[config.mk]
export PLATFORM = sky130hd
export DESIGN_NAME = bpsk_modulator_flat
export DESIGN_NICKNAME = d
export VERILOG_FILES = /design/src/rtl/bpsk_pkg.sv /design/src/rtl/bpsk_modulator_if.sv /design/src/rtl/bpsk_carrier_lut.sv /design/src/rtl/bpsk_modulator.sv /design/src/flat_wrapper.sv
export SDC_FILE = /design/constraint.sdc
export NUM_CORES = 1
export LEC_CHECK = 0
export CAP_MARGIN = 10
export CORE_ASPECT_RATIO = 0.8
export CORE_MARGIN = 3
export CORE_UTILIZATION = 45
export DETAILED_ROUTE_END_ITERATION = 8
export PLACE_DENSITY = 0.7
export SKIP_LAST_GASP = 1
export SYNTH_ARGS = -nofsm -noshare
export SYNTH_HDL_FRONTEND = slang
export SYNTH_SLANG_ARGS = --single-unit
[constraint.sdc]
create_clock -name clk -period 10.9 [get_ports clk]
set_input_delay 1.09 -clock clk [delete_from_list [all_inputs] [get_ports clk]]
set_output_delay 1.09 -clock clk [all_outputs]
set_load 0.02 [all_outputs]
[src/rtl/bpsk_pkg.sv]
// Shared types, sizes and carrier table for the BPSK transmit modulator.
// Samples are signed Q8.16; the table holds one quarter-wave of the carrier.
package bpsk_pkg;

   localparam int unsigned DATA_WIDTH      = 24;
   localparam int unsigned DATA_FRAC_WIDTH = 16;
   localparam int unsigned LUT_DEPTH       = 16;
   localparam int unsigned CYCLES_PER_BIT  = 2;
   localparam int unsigned BYTE_WIDTH      = 8;
   localparam int unsigned PHASE_WIDTH     = $clog2(LUT_DEPTH);
   localparam int unsigned QIDX_WIDTH      = PHASE_WIDTH - 1;

   function automatic int unsigned samples_per_bit();
      return LUT_DEPTH * CYCLES_PER_BIT;
   endfunction

   localparam int unsigned SAMPLES_PER_BIT = samples_per_bit();
   localparam int unsigned SCNT_WIDTH      = $clog2(SAMPLES_PER_BIT);
   localparam int unsigned BCNT_WIDTH      = $clog2(BYTE_WIDTH);

   typedef logic signed [DATA_WIDTH-1:0] sample_t;
   typedef logic [BYTE_WIDTH-1:0]        byte_t;

   typedef enum logic {
      IDLE = 1'b0,
      SEND = 1'b1
   } state_e;

   localparam sample_t SAMPLE_MAX = sample_t'({1'b0, {(DATA_WIDTH-1){1'b1}}});
   localparam sample_t SAMPLE_MIN = sample_t'({1'b1, {(DATA_WIDTH-1){1'b0}}});

   // Quarter-wave k0..k4; padded so any QIDX_WIDTH index is in range.
   localparam sample_t QTR_LUT [2**QIDX_WIDTH] = '{
      24'sh000000, 24'sh0061F8, 24'sh00B505, 24'sh00EC83,
      24'sh010000, 24'sh000000, 24'sh000000, 24'sh000000
   };

   // Negation that maps the most negative code to the most positive one.
   function automatic sample_t sat_neg(input sample_t s);
      return (s == SAMPLE_MIN) ? SAMPLE_MAX : -s;
   endfunction

endpackage

[src/rtl/bpsk_modulator_if.sv]
// Byte input handshake from the TX framer into the modulator.
interface bpsk_modulator_if;
   import bpsk_pkg::*;

   byte_t in_data;
   logic  in_valid;
   logic  in_ready;

   modport master (output in_data, output in_valid, input  in_ready);
   modport slave  (input  in_data, input  in_valid, output in_ready);

endinterface

[src/rtl/bpsk_carrier_lut.sv]
// Combinational carrier phase -> signed sample using quarter-wave symmetry.
// An optional single-entry patch lets an instance substitute one table value.
module bpsk_carrier_lut
   import bpsk_pkg::*;
#(
   parameter bit          PATCH_EN  = 1'b0,
   parameter int unsigned PATCH_IDX = 0,
   parameter sample_t     PATCH_VAL = '0
) (
   input  logic [PHASE_WIDTH-1:0] phase,
   output sample_t                sample_c
);

   logic [1:0]             quad_c;
   logic [PHASE_WIDTH-3:0] off_c;
   logic [QIDX_WIDTH-1:0]  qidx_c;
   sample_t                mag_c;

   // Odd quadrants read the table backwards, upper half is negated.
   always_comb begin
      quad_c   = phase[PHASE_WIDTH-1 -: 2];
      off_c    = phase[PHASE_WIDTH-3:0];
      qidx_c   = quad_c[0] ? (QIDX_WIDTH'(LUT_DEPTH / 4) - QIDX_WIDTH'(off_c))
                           : QIDX_WIDTH'(off_c);
      mag_c    = QTR_LUT[qidx_c];
      sample_c = quad_c[1] ? -mag_c : mag_c;
      if (PATCH_EN && (phase == PHASE_WIDTH'(PATCH_IDX))) begin
         sample_c = PATCH_VAL;
      end
   end

endmodule

[src/rtl/bpsk_modulator.sv]
// BPSK transmit modulator: buffers one byte, serializes it LSB-first and
// emits one 0/180-degree carrier sample per sample_en strobe.
module bpsk_modulator
   import bpsk_pkg::*;
#(
   parameter bit          LUT_PATCH_EN  = 1'b0,
   parameter int unsigned LUT_PATCH_IDX = 0,
   parameter sample_t     LUT_PATCH_VAL = '0
) (
   input  logic            clk,
   input  logic            rst_n,
   input  logic            sample_en,
   bpsk_modulator_if.slave in_if,
   output sample_t         out_sample,
   output logic            out_valid,
   output logic            tx_active,
   output logic            bit_out
);

   state_e                 state_q, state_d;
   byte_t                  hold_q, hold_d;
   byte_t                  shift_q, shift_d;
   logic                   hold_full_q, hold_full_d;
   logic [BCNT_WIDTH-1:0]  bit_cnt_q, bit_cnt_d;
   logic [SCNT_WIDTH-1:0]  sample_cnt_q, sample_cnt_d;
   sample_t                out_sample_q, out_sample_d;
   logic                   out_valid_q, out_valid_d;
   logic                   in_ready_q, in_ready_d;
   logic                   tx_active_q, tx_active_d;
   logic                   bit_out_q, bit_out_d;

   logic [PHASE_WIDTH-1:0] phase_c;
   logic                   cur_bit_c;
   sample_t                carrier_c;
   logic                   handshake_c;
   logic                   last_sample_c;
   logic                   last_bit_c;
   logic                   load_c;
   logic                   emit_c;

   // In IDLE the strobe that starts a byte plays sample 0 of the held byte.
   assign phase_c       = (state_q == IDLE) ? '0 : sample_cnt_q[PHASE_WIDTH-1:0];
   assign cur_bit_c     = (state_q == IDLE) ? hold_q[0] : shift_q[0];
   assign handshake_c   = in_if.in_valid && in_ready_q;
   assign last_sample_c = (sample_cnt_q == SCNT_WIDTH'(SAMPLES_PER_BIT - 1));
   assign last_bit_c    = (bit_cnt_q == BCNT_WIDTH'(BYTE_WIDTH - 1));

   bpsk_carrier_lut #(
      .PATCH_EN  (LUT_PATCH_EN),
      .PATCH_IDX (LUT_PATCH_IDX),
      .PATCH_VAL (LUT_PATCH_VAL)
   ) u_lut (
      .phase    (phase_c),
      .sample_c (carrier_c)
   );

   always_comb begin
      state_d      = state_q;
      hold_d       = hold_q;
      hold_full_d  = hold_full_q;
      shift_d      = shift_q;
      bit_cnt_d    = bit_cnt_q;
      sample_cnt_d = sample_cnt_q;
      out_sample_d = out_sample_q;
      out_valid_d  = 1'b0;
      load_c       = 1'b0;
      emit_c       = 1'b0;

      case (state_q)
         IDLE: begin
            out_sample_d = '0;
            if (sample_en && hold_full_q) begin
               load_c       = 1'b1;
               emit_c       = 1'b1;
               sample_cnt_d = SCNT_WIDTH'(1);
               state_d      = SEND;
            end
         end
         SEND: begin
            if (sample_en) begin
               emit_c = 1'b1;
               if (!last_sample_c) begin
                  sample_cnt_d = sample_cnt_q + SCNT_WIDTH'(1);
               end else begin
                  sample_cnt_d = '0;
                  if (!last_bit_c) begin
                     shift_d   = shift_q >> 1;
                     bit_cnt_d = bit_cnt_q + BCNT_WIDTH'(1);
                  end else if (hold_full_q) begin
                     load_c = 1'b1;
                  end else begin
                     shift_d   = '0;
                     bit_cnt_d = '0;
                     state_d   = IDLE;
                  end
               end
            end
         end
         default: state_d = IDLE;
      endcase

      // A handshake in the same cycle as a reload refills the holding register.
      if (load_c) begin
         shift_d     = hold_q;
         hold_full_d = 1'b0;
         bit_cnt_d   = '0;
      end
      if (handshake_c) begin
         hold_d      = in_if.in_data;
         hold_full_d = 1'b1;
      end

      if (emit_c) begin
         out_valid_d  = 1'b1;
         out_sample_d = cur_bit_c ? carrier_c : sat_neg(carrier_c);
      end

      in_ready_d  = !hold_full_d;
      tx_active_d = (state_d == SEND);
      bit_out_d   = (state_d == SEND) && shift_d[0];
   end

   always_ff @(posedge clk or negedge rst_n) begin
      if (!rst_n) begin
         state_q      <= IDLE;
         hold_q       <= '0;
         hold_full_q  <= 1'b0;
         shift_q      <= '0;
         bit_cnt_q    <= '0;
         sample_cnt_q <= '0;
         out_sample_q <= '0;
         out_valid_q  <= 1'b0;
         in_ready_q   <= 1'b1;
         tx_active_q  <= 1'b0;
         bit_out_q    <= 1'b0;
      end else begin
         state_q      <= state_d;
         hold_q       <= hold_d;
         hold_full_q  <= hold_full_d;
         shift_q      <= shift_d;
         bit_cnt_q    <= bit_cnt_d;
         sample_cnt_q <= sample_cnt_d;
         out_sample_q <= out_sample_d;
         out_valid_q  <= out_valid_d;
         in_ready_q   <= in_ready_d;
         tx_active_q  <= tx_active_d;
         bit_out_q    <= bit_out_d;
      end
   end

   assign in_if.in_ready = in_ready_q;
   assign out_sample     = out_sample_q;
   assign out_valid      = out_valid_q;
   assign tx_active      = tx_active_q;
   assign bit_out        = bit_out_q;

endmodule

[src/flat_wrapper.sv]
// flat-port wrapper written by rule: the top's interface ports become plain ports
module bpsk_modulator_flat import bpsk_pkg::*;
#(
   parameter bit          LUT_PATCH_EN  = 1'b0,
   parameter int unsigned LUT_PATCH_IDX = 0,
   parameter sample_t     LUT_PATCH_VAL = '0
)
  (clk, rst_n, sample_en, out_sample, out_valid, tx_active, bit_out, in_if_in_data, in_if_in_valid, in_if_in_ready);
  bpsk_modulator_if in_if_i ();
  input  logic clk;
  input  logic rst_n;
  input  logic sample_en;
  output sample_t out_sample;
  output logic out_valid;
  output logic tx_active;
  output logic bit_out;
  input wire logic [$bits(in_if_i.in_data)-1:0] in_if_in_data;
  input wire logic [$bits(in_if_i.in_valid)-1:0] in_if_in_valid;
  output wire logic [$bits(in_if_i.in_ready)-1:0] in_if_in_ready;
  assign in_if_i.in_data = in_if_in_data;
  assign in_if_i.in_valid = in_if_in_valid;
  assign in_if_in_ready = in_if_i.in_ready;
  bpsk_modulator #(.LUT_PATCH_EN(LUT_PATCH_EN), .LUT_PATCH_IDX(LUT_PATCH_IDX), .LUT_PATCH_VAL(LUT_PATCH_VAL)) u_core (.clk(clk), .rst_n(rst_n), .sample_en(sample_en), .in_if(in_if_i), .out_sample(out_sample), .out_valid(out_valid), .tx_active(tx_active), .bit_out(bit_out));
endmodule
==> summary.md <==
| Metric | Value |
|---|---|
| Outcome | `finished clean` |
| Final setup fails | `0` |
| Max_cap viols | `0` |
| Tot GR Track Use | `0.192` |
| CP delay by family, top | `compound AO/OA/AOI/OAI gates` |
| Synth Flop Type | `dfrtp_1` |
| Top Ports | `40` |
| Tot Pwr | `1.11 mW` |
| DP Area | `3690 sq um` |
| Starting Density | `0.470` |
| Critical Path RT | `11.10 ns` |
| Synth Cell Area | `3270 sq um` |
| Gpl congestion | `0.951` |
| Worst setup EP type | `register` |
| DPL Wire Length | `5.47 mm` |
| Reg-to-reg startpoint | `u_core.state_q$_DFF_PN0_` |
| Placed insts | `465` |
| Post-synthesis register bit count | `53` |
| CP max stage delay | `0.84 ns` |
| Hold buffer count at cts | `0` |
| Fill count | `641` |
| Final number of max-transition violations | `0` |
| Ys Warns | `0` |
| Number of clock buffers inserted by TritonCTS | `5` |
| P_sw | `492 uW` |
| Vias in the first global route | `2511` |
| FMAX | `193 MHz` |
| Critical Path Fanout Max | `27` |
| Clock Power Share | `0.144` |
| I/O Buffers | `39` |
| Worst Hold Path EP | `u_core.shift_q[2]$_DFFE_PN0P_` |
| # rows | `27` |
| DIE WIDTH | `101 um` |
| Netlist cell types | `68` |
| Dpl ws | `5.81 ns` |
| Post-synthesis cell count | `355` |
| Kind of critical path | `register to register` |
| Core Util, Final | `0.550` |
| Clk slew on worst S/H paths | `0.10 ns` |
| Reg2Reg Setup Slack | `5.73 ns` |
| Clk_lat worst skew | `0.31 ns` |
| Drt drc | `0` |
| Crit share post-route | `0.474` |
| Post_cts resized | `0` |
| # diodes | `0` |
| Die ar. | `8340 sq um` |
| # Post-CTS Setup Buffers | `0` |
| Setup WS post-layout | `5.73 ns` |
| Buf/Inv on CP | `2` |
| Pwr/cell area | `290 nW/um^2` |
| Drt pass-1 iters | `4` |
| CTS tree | `done` |
| DR iter-0 viols | `247` |
| Syn Nets | `379` |
| Logic gate share of total power | `0.596` |
| Fin nets | `409` |
| Crit path top cell by count | `ha_1` |
| Slowest CP cell | `dfrtp_1` |
| Final Hold Vio Count | `0` |
| Maximum number of pins on one net before global-route repair | `54` |
| WP data arrival | `5.37 ns` |
| WL/cell | `16.2 um` |
| Sequential-to-total area share from yosys stat | `0.406` |
| CTS sink count | `53` |
| Grt ovf | `0` |
| Synth async-reset ratio | `1.00` |
| Reg-to-reg endpoint | `u_core.out_sample[20]$_DFFE_PN0P_` |
| CTS Root Buffer Type | `clkbuf_8` |
| Post-synth EDFFs | `0` |
| Worst reg2reg path depth | `17` |
| Critical path cell sequence | `nand2_1 > ha_1 > and2_1 > o21ai_0 > inv_1 > ha_1 > nand2_1 > ha_1 > and3_1 > a311oi_1 > ha_1 > inv_1 > a211oi_1 > nand4_4 > nor3_2 > a31oi_1 > a211o_1` |
| # H-tree levels | `2` |
| Highest ir drop seen on vdd | `0.118 mV` |
| Layout cells sized above 1 | `0.0959` |
| Clock Skew | `0.00529 ns` |
| Die H | `82.3 um` |
| Final TNS setup | `0 ns` |
| DRT Wirelength | `7.64 mm` |
| Flop pwr share | `0.260` |
| Vias per cell | `5.74` |
| Initial antenna violation count | `0` |
| Sw Share | `0.443` |
| Average size of a mapped cell | `9.22 sq um` |
| Hold path start | `u_core.shift_q[3]$_DFFE_PN0P_` |
| Tmin final | `5.17 ns` |
| Critical path startpoint category | `register` |
| Hold path cells | `2` |
| Fin area | `3830 sq um` |
| Leakage | `1.71 nW` |
| WHS | `0.478 ns` |
| Finished Layout Cells | `473` |
| Int Power | `619 uW` |
| Worst Tran Pin Value | `0.919 ns` |
| Max_slew headroom | `0.382` |
| Hold Path Class | `register to register` |
| Post-route ant nets | `0` |
| RSZ-0062 raised after global routing | `no` |
| Core area | `6960 sq um` |
| Area Growth Syn to Fin | `17.0%` |
| Vias post-DR | `2715` |
| CTS Buffer Depth | `2` |
| First-pass GRT wire length | `12.7 mm` |
==> flip-flops by register name, indices dropped and copies added, names as in the netlist <==
name	cells
u_core.bit_cnt_q	3
u_core.bit_out	1
u_core.hold_full_q	1
u_core.hold_q	8
u_core.in_if.in_ready	1
u_core.out_sample	24
u_core.out_valid	1
u_core.sample_cnt_q	5
u_core.shift_q	8
u_core.state_q	1
==> cells by family after synthesis <==
logic type	Yosys count	synth area share
AO/OA/AOI/OAI	113	0.247
XOR/XNOR	11	0.0294
adder cells (fa/ha/maj)	12	0.0459
buffers and inverters	33	0.0470
flip-flops	53	0.406
multiplexers	9	0.0306
AND/OR/NAND/NOR	124	0.194
==> metal layers <==
layer  routed length (um)  GRT usage  vias up
li1                     -          -     1326
met1                 3800      0.303     1277
met2                 3160      0.266      102
met3                  622     0.0395       10
met4                   57     0.0398        0
met5                    0          0        -
==> cell usage in the layout (no fill, tap or decap), drive strengths merged, types with 3 or more instances in the layout <==
cell type	n
ha	12
nor2	22
mux2	8
inv	14
a221oi	3
o21a	3
a31oi	8
nand3	7
a22o	3
a211oi	7
dfrtp	52
a211o	4
buf	5
nand2	59
o31ai	3
xor2	7
xnor2	4
and2	7
o21ai	31
or3	3
and3	5
a22oi	7
nor2b	5
a21oi	21
clkdlybuf4s50	38
clkbuf	5
==> power by group through the flow <==
stage,Clock [mW],Combinational [mW],Sequential [mW]
floorplan,0,0.443,0.327
global placement,0,0.645,0.290
detailed placement,0,0.653,0.293
CTS,0.165,0.655,0.289
global route,0.174,0.726,0.297
finish,0.160,0.662,0.288
==> synth_stat cells (4+ instances only) <==
library cell	count	area share
and3_1	5	0.0096
a211oi_1	7	0.016
o21ai_1	6	0.0092
inv_1	13	0.015
xnor2_1	4	0.011
nor2b_1	5	0.0096
clkbuf_1	10	0.011
nand3_1	7	0.011
a31oi_1	8	0.015
mux2_2	8	0.028
xor2_1	7	0.019
and2_1	7	0.013
a211o_1	4	0.011
o21ai_0	25	0.038
nand2_1	59	0.068
ha_1	12	0.046
a21oi_1	19	0.029
dfrtp_1	52	0.40
nor2_1	22	0.025
buf_2	6	0.0092
a22oi_1	7	0.016
==> how the worst max path moves through the flow <==
stage | from | endpoint | slack [ns] | cells after the start
2_1_floorplan | u_core.state_q$_DFF_PN0_ | u_core.out_sample[18]$_DFFE_PN0P_ | 6.42 | 21
3_3_place_gp | u_core.state_q$_DFF_PN0_ | u_core.out_sample[18]$_DFFE_PN0P_ | 6.09 | 17
3_5_place_dp | u_core.state_q$_DFF_PN0_ | u_core.out_sample[20]$_DFFE_PN0P_ | 5.81 | 17
4_1_cts | u_core.state_q$_DFF_PN0_ | u_core.out_sample[20]$_DFFE_PN0P_ | 5.79 | 17
5_1_grt | u_core.state_q$_DFF_PN0_ | u_core.out_sample[20]$_DFFE_PN0P_ | 5.23 | 17
6_report | u_core.state_q$_DFF_PN0_ | u_core.out_sample[20]$_DFFE_PN0P_ | 5.73 | 17
==> worst min-delay path: cells and delay by family (launching register included) <==
kind             cells  cell delay [ns]
DFF                  1             0.36
and+or+nand+nor      2             0.10
==> layout make-up <==
type,count,area [sq um],share of cell area
Clock buffer,5,68.8,0.0180
Clock inverter,3,68.8,0.0180
Sequential cell,53,1330,0.347
Multi-Input combinational cell,269,1790,0.468
Tap cell,87,109,0.0284
Inverter,13,48.8,0.0127
Timing Repair Buffer,43,415,0.108
(Power assumes the default switching activity.)
